`config.mk`:
```
export PLATFORM = sky130hd
export DESIGN_NAME = seg_scan_capture_flat
export DESIGN_NICKNAME = d
export VERILOG_FILES = /design/src/rtl/seg_pkg.sv /design/src/rtl/seg_scan_capture_if.sv /design/src/rtl/seg_pattern_decode.sv /design/src/rtl/seg_scan_capture.sv /design/src/flat_wrapper.sv
export SDC_FILE = /design/constraint.sdc
export NUM_CORES = 1
export LEC_CHECK = 0
export ABC_AREA = 1
export ABC_CLOCK_PERIOD_IN_PS = 4700
export BUFFER_PORTS_ARGS = -buffer_cell sky130_fd_sc_hd__buf_4
export CAP_MARGIN = 20
export CORE_MARGIN = 3
export CORE_UTILIZATION = 30
export DETAILED_ROUTE_END_ITERATION = 10
export HOLD_SLACK_MARGIN = 0.1
export SKIP_LAST_GASP = 1
export SYNTH_ARGS = -nofsm -noshare
export SYNTH_HDL_FRONTEND = slang
export SYNTH_SLANG_ARGS = --single-unit
```
`constraint.sdc`:
```
create_clock -name clk -period 4.7 [get_ports clk]
set_input_delay 0 -clock clk [delete_from_list [all_inputs] [get_ports clk]]
set_output_delay 0 -clock clk [all_outputs]
set_load 0.01 [all_outputs]
```
`src/rtl/seg_pkg.sv`:
```
// Shared seven-segment definitions: segment bit positions, the hex pattern table
// and the capture FSM state encoding, used by both the encoder and readback sides.
package seg_pkg;

  localparam int SEG_A = 7;
  localparam int SEG_B = 6;
  localparam int SEG_C = 5;
  localparam int SEG_D = 4;
  localparam int SEG_E = 3;
  localparam int SEG_F = 2;
  localparam int SEG_G = 1;
  localparam int SEG_H = 0;

  // a..g patterns for nibbles 0..F; element 0 is the leftmost entry.
  localparam logic [0:15][6:0] SEG_TABLE = {
    7'h7E, 7'h30, 7'h6D, 7'h79, 7'h33, 7'h5B, 7'h5F, 7'h70,
    7'h7F, 7'h7B, 7'h77, 7'h1F, 7'h4E, 7'h3D, 7'h4F, 7'h47
  };

  typedef enum logic [1:0] {
    IDLE   = 2'd0,
    TRACK  = 2'd1,
    LOCKED = 2'd2
  } seg_state_e;

endpackage

```
`src/rtl/seg_scan_capture_if.sv`:
```
// Display-side and readback signals of seg_scan_capture.
// SEG_BLANK_DETECT_EN adds the per-digit blank flags.
interface seg_scan_capture_if #(
  parameter int DIGITS = 4
);
  logic [DIGITS-1:0]   an;
  logic [7:0]          abcdefgh;
  logic [4*DIGITS-1:0] hex_value;
  logic [DIGITS-1:0]   dp;
  logic                frame_valid;
  logic                seg_err;
`ifdef SEG_BLANK_DETECT_EN
  logic [DIGITS-1:0]   blank;

  modport master (output an, abcdefgh,
                  input  hex_value, dp, frame_valid, seg_err, blank);
  modport slave  (input  an, abcdefgh,
                  output hex_value, dp, frame_valid, seg_err, blank);
`else
  modport master (output an, abcdefgh,
                  input  hex_value, dp, frame_valid, seg_err);
  modport slave  (input  an, abcdefgh,
                  output hex_value, dp, frame_valid, seg_err);
`endif
endinterface

```
`src/rtl/seg_pattern_decode.sv`:
```
// Combinational a..g pattern to hex nibble decoder.
// With SEG_BLANK_DETECT_EN an all-dark pattern decodes as a valid blank digit.
module seg_pattern_decode
  import seg_pkg::*;
(
  input  logic [6:0] seg,
  output logic [3:0] nibble,
`ifdef SEG_BLANK_DETECT_EN
  output logic       blank,
`endif
  output logic       valid
);

  always_comb begin
    nibble = 4'h0;
    valid  = 1'b0;
    for (int k = 0; k < 16; k++) begin
      if (seg == SEG_TABLE[k]) begin
        nibble = 4'(k);
        valid  = 1'b1;
      end
    end
`ifdef SEG_BLANK_DETECT_EN
    blank = (seg == 7'h00);
    if (blank) valid = 1'b1;
`endif
  end

endmodule

```
`src/rtl/seg_scan_capture.sv`:
```
// Readback of a multiplexed seven-segment display: tracks each lit digit until it
// is stable, decodes it and emits a frame once every digit has been seen.
// Optional macro SEG_BLANK_DETECT_EN: accept all-dark digits and report them on blank.
//
// state  | meaning
// IDLE   | no valid digit select in the sample
// TRACK  | counting consecutive identical samples of one key
// LOCKED | key captured; holding until it changes
module seg_scan_capture
  import seg_pkg::*;
#(
  parameter int DIGITS         = 4,
  parameter int STABLE_CYCLES  = 4,
  parameter bit SEG_ACTIVE_LOW = 1'b0
) (
  input logic              clk,
  input logic              rst_n,
  seg_scan_capture_if.slave bus
);

  localparam logic [7:0]        STABLE_LIM = 8'(STABLE_CYCLES);
  localparam logic [DIGITS-1:0] ALL_SEEN   = '1;
  localparam int                KW         = DIGITS + 8;

  logic [DIGITS-1:0]   an_q;
  logic [7:0]          seg_q;
  logic [7:0]          seg_lvl;
  logic [6:0]          dec_in;
  logic [3:0]          dec_nib;
  logic                dec_valid;
  logic [KW-1:0]       key_now;
  logic [KW-1:0]       key_trk;
  logic                sel_ok;
  logic                do_cap;
  logic [DIGITS-1:0]   seen;
  logic [DIGITS-1:0]   seen_base;
  logic [7:0]          cnt;
  seg_state_e          state;
  logic [4*DIGITS-1:0] hex_r;
  logic [DIGITS-1:0]   dp_r;
  logic                frame_r;
  logic                err_r;
`ifdef SEG_BLANK_DETECT_EN
  logic                dec_blank;
  logic [DIGITS-1:0]   blank_r;
`endif

  always_ff @(posedge clk or negedge rst_n) begin
    if (!rst_n) begin
      an_q  <= '1;
      seg_q <= 8'h00;
    end else begin
      an_q  <= bus.an;
      seg_q <= bus.abcdefgh;
    end
  end

  assign seg_lvl = SEG_ACTIVE_LOW ? ~seg_q : seg_q;
  assign dec_in  = {seg_lvl[SEG_A], seg_lvl[SEG_B], seg_lvl[SEG_C], seg_lvl[SEG_D],
                    seg_lvl[SEG_E], seg_lvl[SEG_F], seg_lvl[SEG_G]};
  assign key_now = {an_q, seg_q};
  assign sel_ok  = $onehot(~an_q);

  seg_pattern_decode u_decode (
    .seg    (dec_in),
    .nibble (dec_nib),
`ifdef SEG_BLANK_DETECT_EN
    .blank  (dec_blank),
`endif
    .valid  (dec_valid)
  );

  // The sample that completes the stability run captures in the same edge that enters LOCKED.
  assign do_cap    = (state == TRACK) && sel_ok && (key_now == key_trk)
                     && ((cnt + 8'd1) == STABLE_LIM);
  // A full mask is cleared the cycle after it fills; a capture then starts the new mask.
  assign seen_base = (seen == ALL_SEEN) ? '0 : seen;

  always_ff @(posedge clk or negedge rst_n) begin
    if (!rst_n) begin
      state   <= IDLE;
      cnt     <= 8'd0;
      key_trk <= '0;
      seen    <= '0;
      hex_r   <= '0;
      dp_r    <= '0;
      frame_r <= 1'b0;
      err_r   <= 1'b0;
`ifdef SEG_BLANK_DETECT_EN
      blank_r <= '0;
`endif
    end else begin
      frame_r <= (seen == ALL_SEEN);
      err_r   <= do_cap && !dec_valid;
      seen    <= seen_base | ((do_cap && dec_valid) ? ~an_q : '0);

      if (do_cap && dec_valid) begin
        for (int i = 0; i < DIGITS; i++) begin
          if (!an_q[i]) begin
            hex_r[4*i +: 4] <= dec_nib;
            dp_r[i]         <= seg_lvl[SEG_H];
`ifdef SEG_BLANK_DETECT_EN
            blank_r[i]      <= dec_blank;
`endif
          end
        end
      end

      case (state)
        IDLE: begin
          if (sel_ok) begin
            state   <= TRACK;
            cnt     <= 8'd1;
            key_trk <= key_now;
          end else begin
            cnt <= 8'd0;
          end
        end
        TRACK: begin
          if (!sel_ok) begin
            state <= IDLE;
            cnt   <= 8'd0;
          end else if (key_now == key_trk) begin
            if (do_cap) begin
              state <= LOCKED;
              cnt   <= STABLE_LIM;
            end else begin
              cnt <= cnt + 8'd1;
            end
          end else begin
            cnt     <= 8'd1;
            key_trk <= key_now;
          end
        end
        LOCKED: begin
          if (!sel_ok) begin
            state <= IDLE;
            cnt   <= 8'd0;
          end else if (key_now != key_trk) begin
            state   <= TRACK;
            cnt     <= 8'd1;
            key_trk <= key_now;
          end
        end
        default: begin
          state <= IDLE;
          cnt   <= 8'd0;
        end
      endcase
    end
  end

  assign bus.hex_value   = hex_r;
  assign bus.dp          = dp_r;
  assign bus.frame_valid = frame_r;
  assign bus.seg_err     = err_r;
`ifdef SEG_BLANK_DETECT_EN
  assign bus.blank       = blank_r;
`endif

endmodule

```
`src/flat_wrapper.sv`:
```
// flat-port wrapper written by rule: the top's interface ports become plain ports
module seg_scan_capture_flat import seg_pkg::*;
#(
  parameter int DIGITS         = 4,
  parameter int STABLE_CYCLES  = 4,
  parameter bit SEG_ACTIVE_LOW = 1'b0
)
  (clk, rst_n, bus_an, bus_abcdefgh, bus_hex_value, bus_dp, bus_frame_valid, bus_seg_err);
  seg_scan_capture_if #(.DIGITS(DIGITS)) bus_i ();
  input logic clk;
  input logic rst_n;
  input wire logic [$bits(bus_i.an)-1:0] bus_an;
  input wire logic [$bits(bus_i.abcdefgh)-1:0] bus_abcdefgh;
  output wire logic [$bits(bus_i.hex_value)-1:0] bus_hex_value;
  output wire logic [$bits(bus_i.dp)-1:0] bus_dp;
  output wire logic [$bits(bus_i.frame_valid)-1:0] bus_frame_valid;
  output wire logic [$bits(bus_i.seg_err)-1:0] bus_seg_err;
  assign bus_i.an = bus_an;
  assign bus_i.abcdefgh = bus_abcdefgh;
  assign bus_hex_value = bus_i.hex_value;
  assign bus_dp = bus_i.dp;
  assign bus_frame_valid = bus_i.frame_valid;
  assign bus_seg_err = bus_i.seg_err;
  seg_scan_capture #(.DIGITS(DIGITS), .STABLE_CYCLES(STABLE_CYCLES), .SEG_ACTIVE_LOW(SEG_ACTIVE_LOW)) u_core (.clk(clk), .rst_n(rst_n), .bus(bus_i));
endmodule
```
==> run summary <==
FF/Latch Area = 0.00151 sq mm
crit path max fanout = 20
clock sink total = 60
Root Buffer = clkbuf_8
initial antenna violation count = 0
crit share post-route = 0.700
Ys Warns = 0
Die W = 108 um
Yosys cell types = 27
sequential share of power = 0.475
Pwr per Cell Area = 340 mW/mm^2
Avg Synthesized Cell Area = 7.82 sq um
area of placed instances = 0.00352 sq mm
Initial Utilization = 0.315
switching fraction of total power = 0.274
Static Leak = 2.06 nW
Final Skew = 0.00376 ns
Worst-path clk slew = 0.06 ns
Post-DP HPWL = 5.24 mm
Critical Path AT = 3.50 ns
global-route wire length before repair = 12.5 mm
I/O Pins = 36
Final Hold Viols = 0
largest family of logic cells by synthesized area = simple AND/OR/NAND/NOR gates
Least-Margin Pin Slew = 0.869 ns
DR WL/cell = 12.1 um
Syn Nets = 421
drt pass-1 iters = 4
share of cells above drive strength 1 = 0.166
clock network power share = 0.368
Die Y = 108 um
RSZ-0062 raised after global routing = no
final setup fails = 0
CP endpoint kind = flip-flop
GRT Residual Overflow = 0
fmax = 304 MHz
Synth Instances = 401
logic gate share of total power = 0.157
n_diodes = 0
# DRC = 0
P_sw = 0.000360 W
port bufs = 35
standard-cell rows = 36
Setup CP Type = flip-flop to flip-flop
die area = 0.0117 sq mm
postcts setup bufs = 0
outcome = completed
core area = 0.00995 sq mm
GP Congestion = 0.791
Slew Viols, Final = 0
crit start category = flip-flop
CTS HTree Levels = 3
DR vias/cell = 4.59
multiplexer share of the synthesized area = 0
Final ANT Viol Nets = 0
post-CTS sizing = 0
# hold bufs at CTS = 13
post-synthesis register bit count = 60
Longest Clk Path Bufs = 2
Total Routing Usage GR = 0.133
largest net degree at the start of global routing = 61
Pwr Total = 0.00131 W
simple-gate share of the synthesized area = 0.351
initial drt markers = 100
Area Overhead vs Synth = 23.2%
xor and xnor area share after synthesis = 0.0140
vias in the first global route = 2705
worst vdd rail ir drop = 0.153 mV
finished layout cell area = 0.00386 sq mm
worst hold path type = primary input to asynchronous set/reset pin
mapped cell area = 0.00313 sq mm
multi-input logic area = 0.00138 sq mm
Synth Area in Adders = 0.0263
Clock Latency Late Sink = 0.32 ns
min Tclk post-route = 3.29 ns
Slew headroom = 0.421
worst hold slack = 0.302 ns
Fill cells = 1033
net count reported at finish = 474
register area share after synthesis = 0.481
CTS Buf Count = 9
Setup TNS = 0 ns
CTS tree = yes
cell internal pwr = 0.000952 W
total number of vias = 2709
Detailed Route WL = 7.14 mm
CP Data Required Time = 4.91 ns
Synth Area in Compound Gates = 0.0479
Max-Cap Viols = 0
[cell usage after synthesis]
| library cell | n | area share |
|---|---|---|
| nand2_1 | 135 | 0.16 |
| nor2_2 | 3 | 0.0060 |
| buf_6 | 2 | 0.0072 |
| ha_1 | 5 | 0.020 |
| xnor2_1 | 5 | 0.014 |
| fa_1 | 1 | 0.0064 |
| a21oi_1 | 1 | 0.0016 |
| nand3b_1 | 1 | 0.0024 |
| clkinv_1 | 3 | 0.0036 |
| dfstp_2 | 4 | 0.034 |
| inv_2 | 10 | 0.012 |
| dfrtp_1 | 56 | 0.45 |
| nand3_2 | 2 | 0.0064 |
| nor3_1 | 8 | 0.013 |
| nand3_1 | 23 | 0.037 |
| o21a_1 | 2 | 0.0048 |
| nor2_1 | 36 | 0.043 |
| a22o_1 | 1 | 0.0028 |
| nand4_1 | 28 | 0.056 |
| o21ai_1 | 4 | 0.0064 |
| buf_2 | 5 | 0.0080 |
| nand2_2 | 2 | 0.0040 |
| inv_1 | 41 | 0.049 |
| o21ai_2 | 1 | 0.0028 |
| o211ai_1 | 1 | 0.0024 |
| nand3_4 | 4 | 0.022 |
| o21ai_0 | 17 | 0.027 |
[per-layer routing]
metal,track usage,wire [um]
met1,0.181,3500
met2,0.209,3260
met3,0.0376,323
met4,0.0370,61
met5,0,0
[cells by family after synthesis]
logic type	Yosys count
buf+inv	61
flops	60
compound gates	27
fa+ha+maj	6
xor+xnor	5
simple gates	242
[layout by cell type (no fill, tap or decap), types with 5 or more instances in the layout]
cell type / synthesis / layout
nand4_1: 28 / 28
xnor2_1: 5 / 5
inv_1: 41 / 41
clkbuf_8: 0 / 13
nand2_1: 135 / 135
inv_2: 10 / 10
ha_1: 5 / 5
o21ai_0: 17 / 17
nand3_1: 23 / 23
nor3_1: 8 / 8
buf_4: 0 / 36
dlygate4sd3_1: 0 / 13
dfrtp_1: 56 / 56
nor2_1: 36 / 36
[flip-flops by register name, indices dropped and copies added (netlist names)]
signal                  cells
u_core.bus.hex_value       16
u_core.state                2
u_core.seen                 4
u_core.seg_lvl              8
u_core.cnt                  8
u_core.bus.seg_err          1
u_core.an_q                 4
u_core.key_trk             12
u_core.bus.dp               4
u_core.bus.frame_valid      1
[power groups by stage]
stage	sequential, W	clock, W	combinational [W]
final	0.000623	0.000483	0.000206
after global routing	0.000630	0.000519	0.000246
after CTS	0.000623	0.000497	0.000210
after detailed placement	0.000631	0	0.000202
after global placement	0.000626	0	0.000195
after floorplan	0.000618	0	0.000155
[through the flow]
step                cells   util  setup WS [ns]
CTS                   590  0.388           1.39
finish                590  0.388           1.41
global route          590  0.388           1.16
global placement      563  0.354           1.51
detailed placement    563  0.354           1.40
floorplan             401      -           1.80
[path summary, 6_finish.rpt]
check | startpoint | to | slack (ns) | depth (start not counted)
worst max-delay path | u_core.an_q[2] | u_core.bus.hex_value[9] | 1.41 | 13
worst min-delay path | rst_n | u_core.cnt[4] | 0.30 | 2
worst max register to register | u_core.an_q[2] | u_core.bus.hex_value[9] | 1.41 | 13
worst min register to register | u_core.bus.hex_value[10] | u_core.bus.hex_value[10] | 0.48 | 2
max in group asynchronous | rst_n | u_core.seg_lvl[0] | 3.90 | 2
min in group clk | bus_an[1] | u_core.an_q[1] | 0.33 | 2
[cell type report]
cell class,instances,share of cell area
repair buffers,49,0.104
clock buffers,13,0.0463
inverters,54,0.0525
well taps,133,0.0431
clock inverters,1,0.00777
multi-input cells,280,0.357
flip-flops and latches,60,0.390
[critical path: stages (launching register included)]
cell and delay (ns):
dfstp_2 0.54, clkinv_1 0.21, ha_1 0.36, ha_1 0.19, fa_1 0.43, nor3_1 0.31
nand2_1 0.12, clkinv_1 0.19, nand4_1 0.13, nor2_2 0.12, buf_4 0.27, nand3_4 0.14
nand2_1 0.10, nand2_1 0.05
Note: power is estimated with default switching activity, not from simulation.
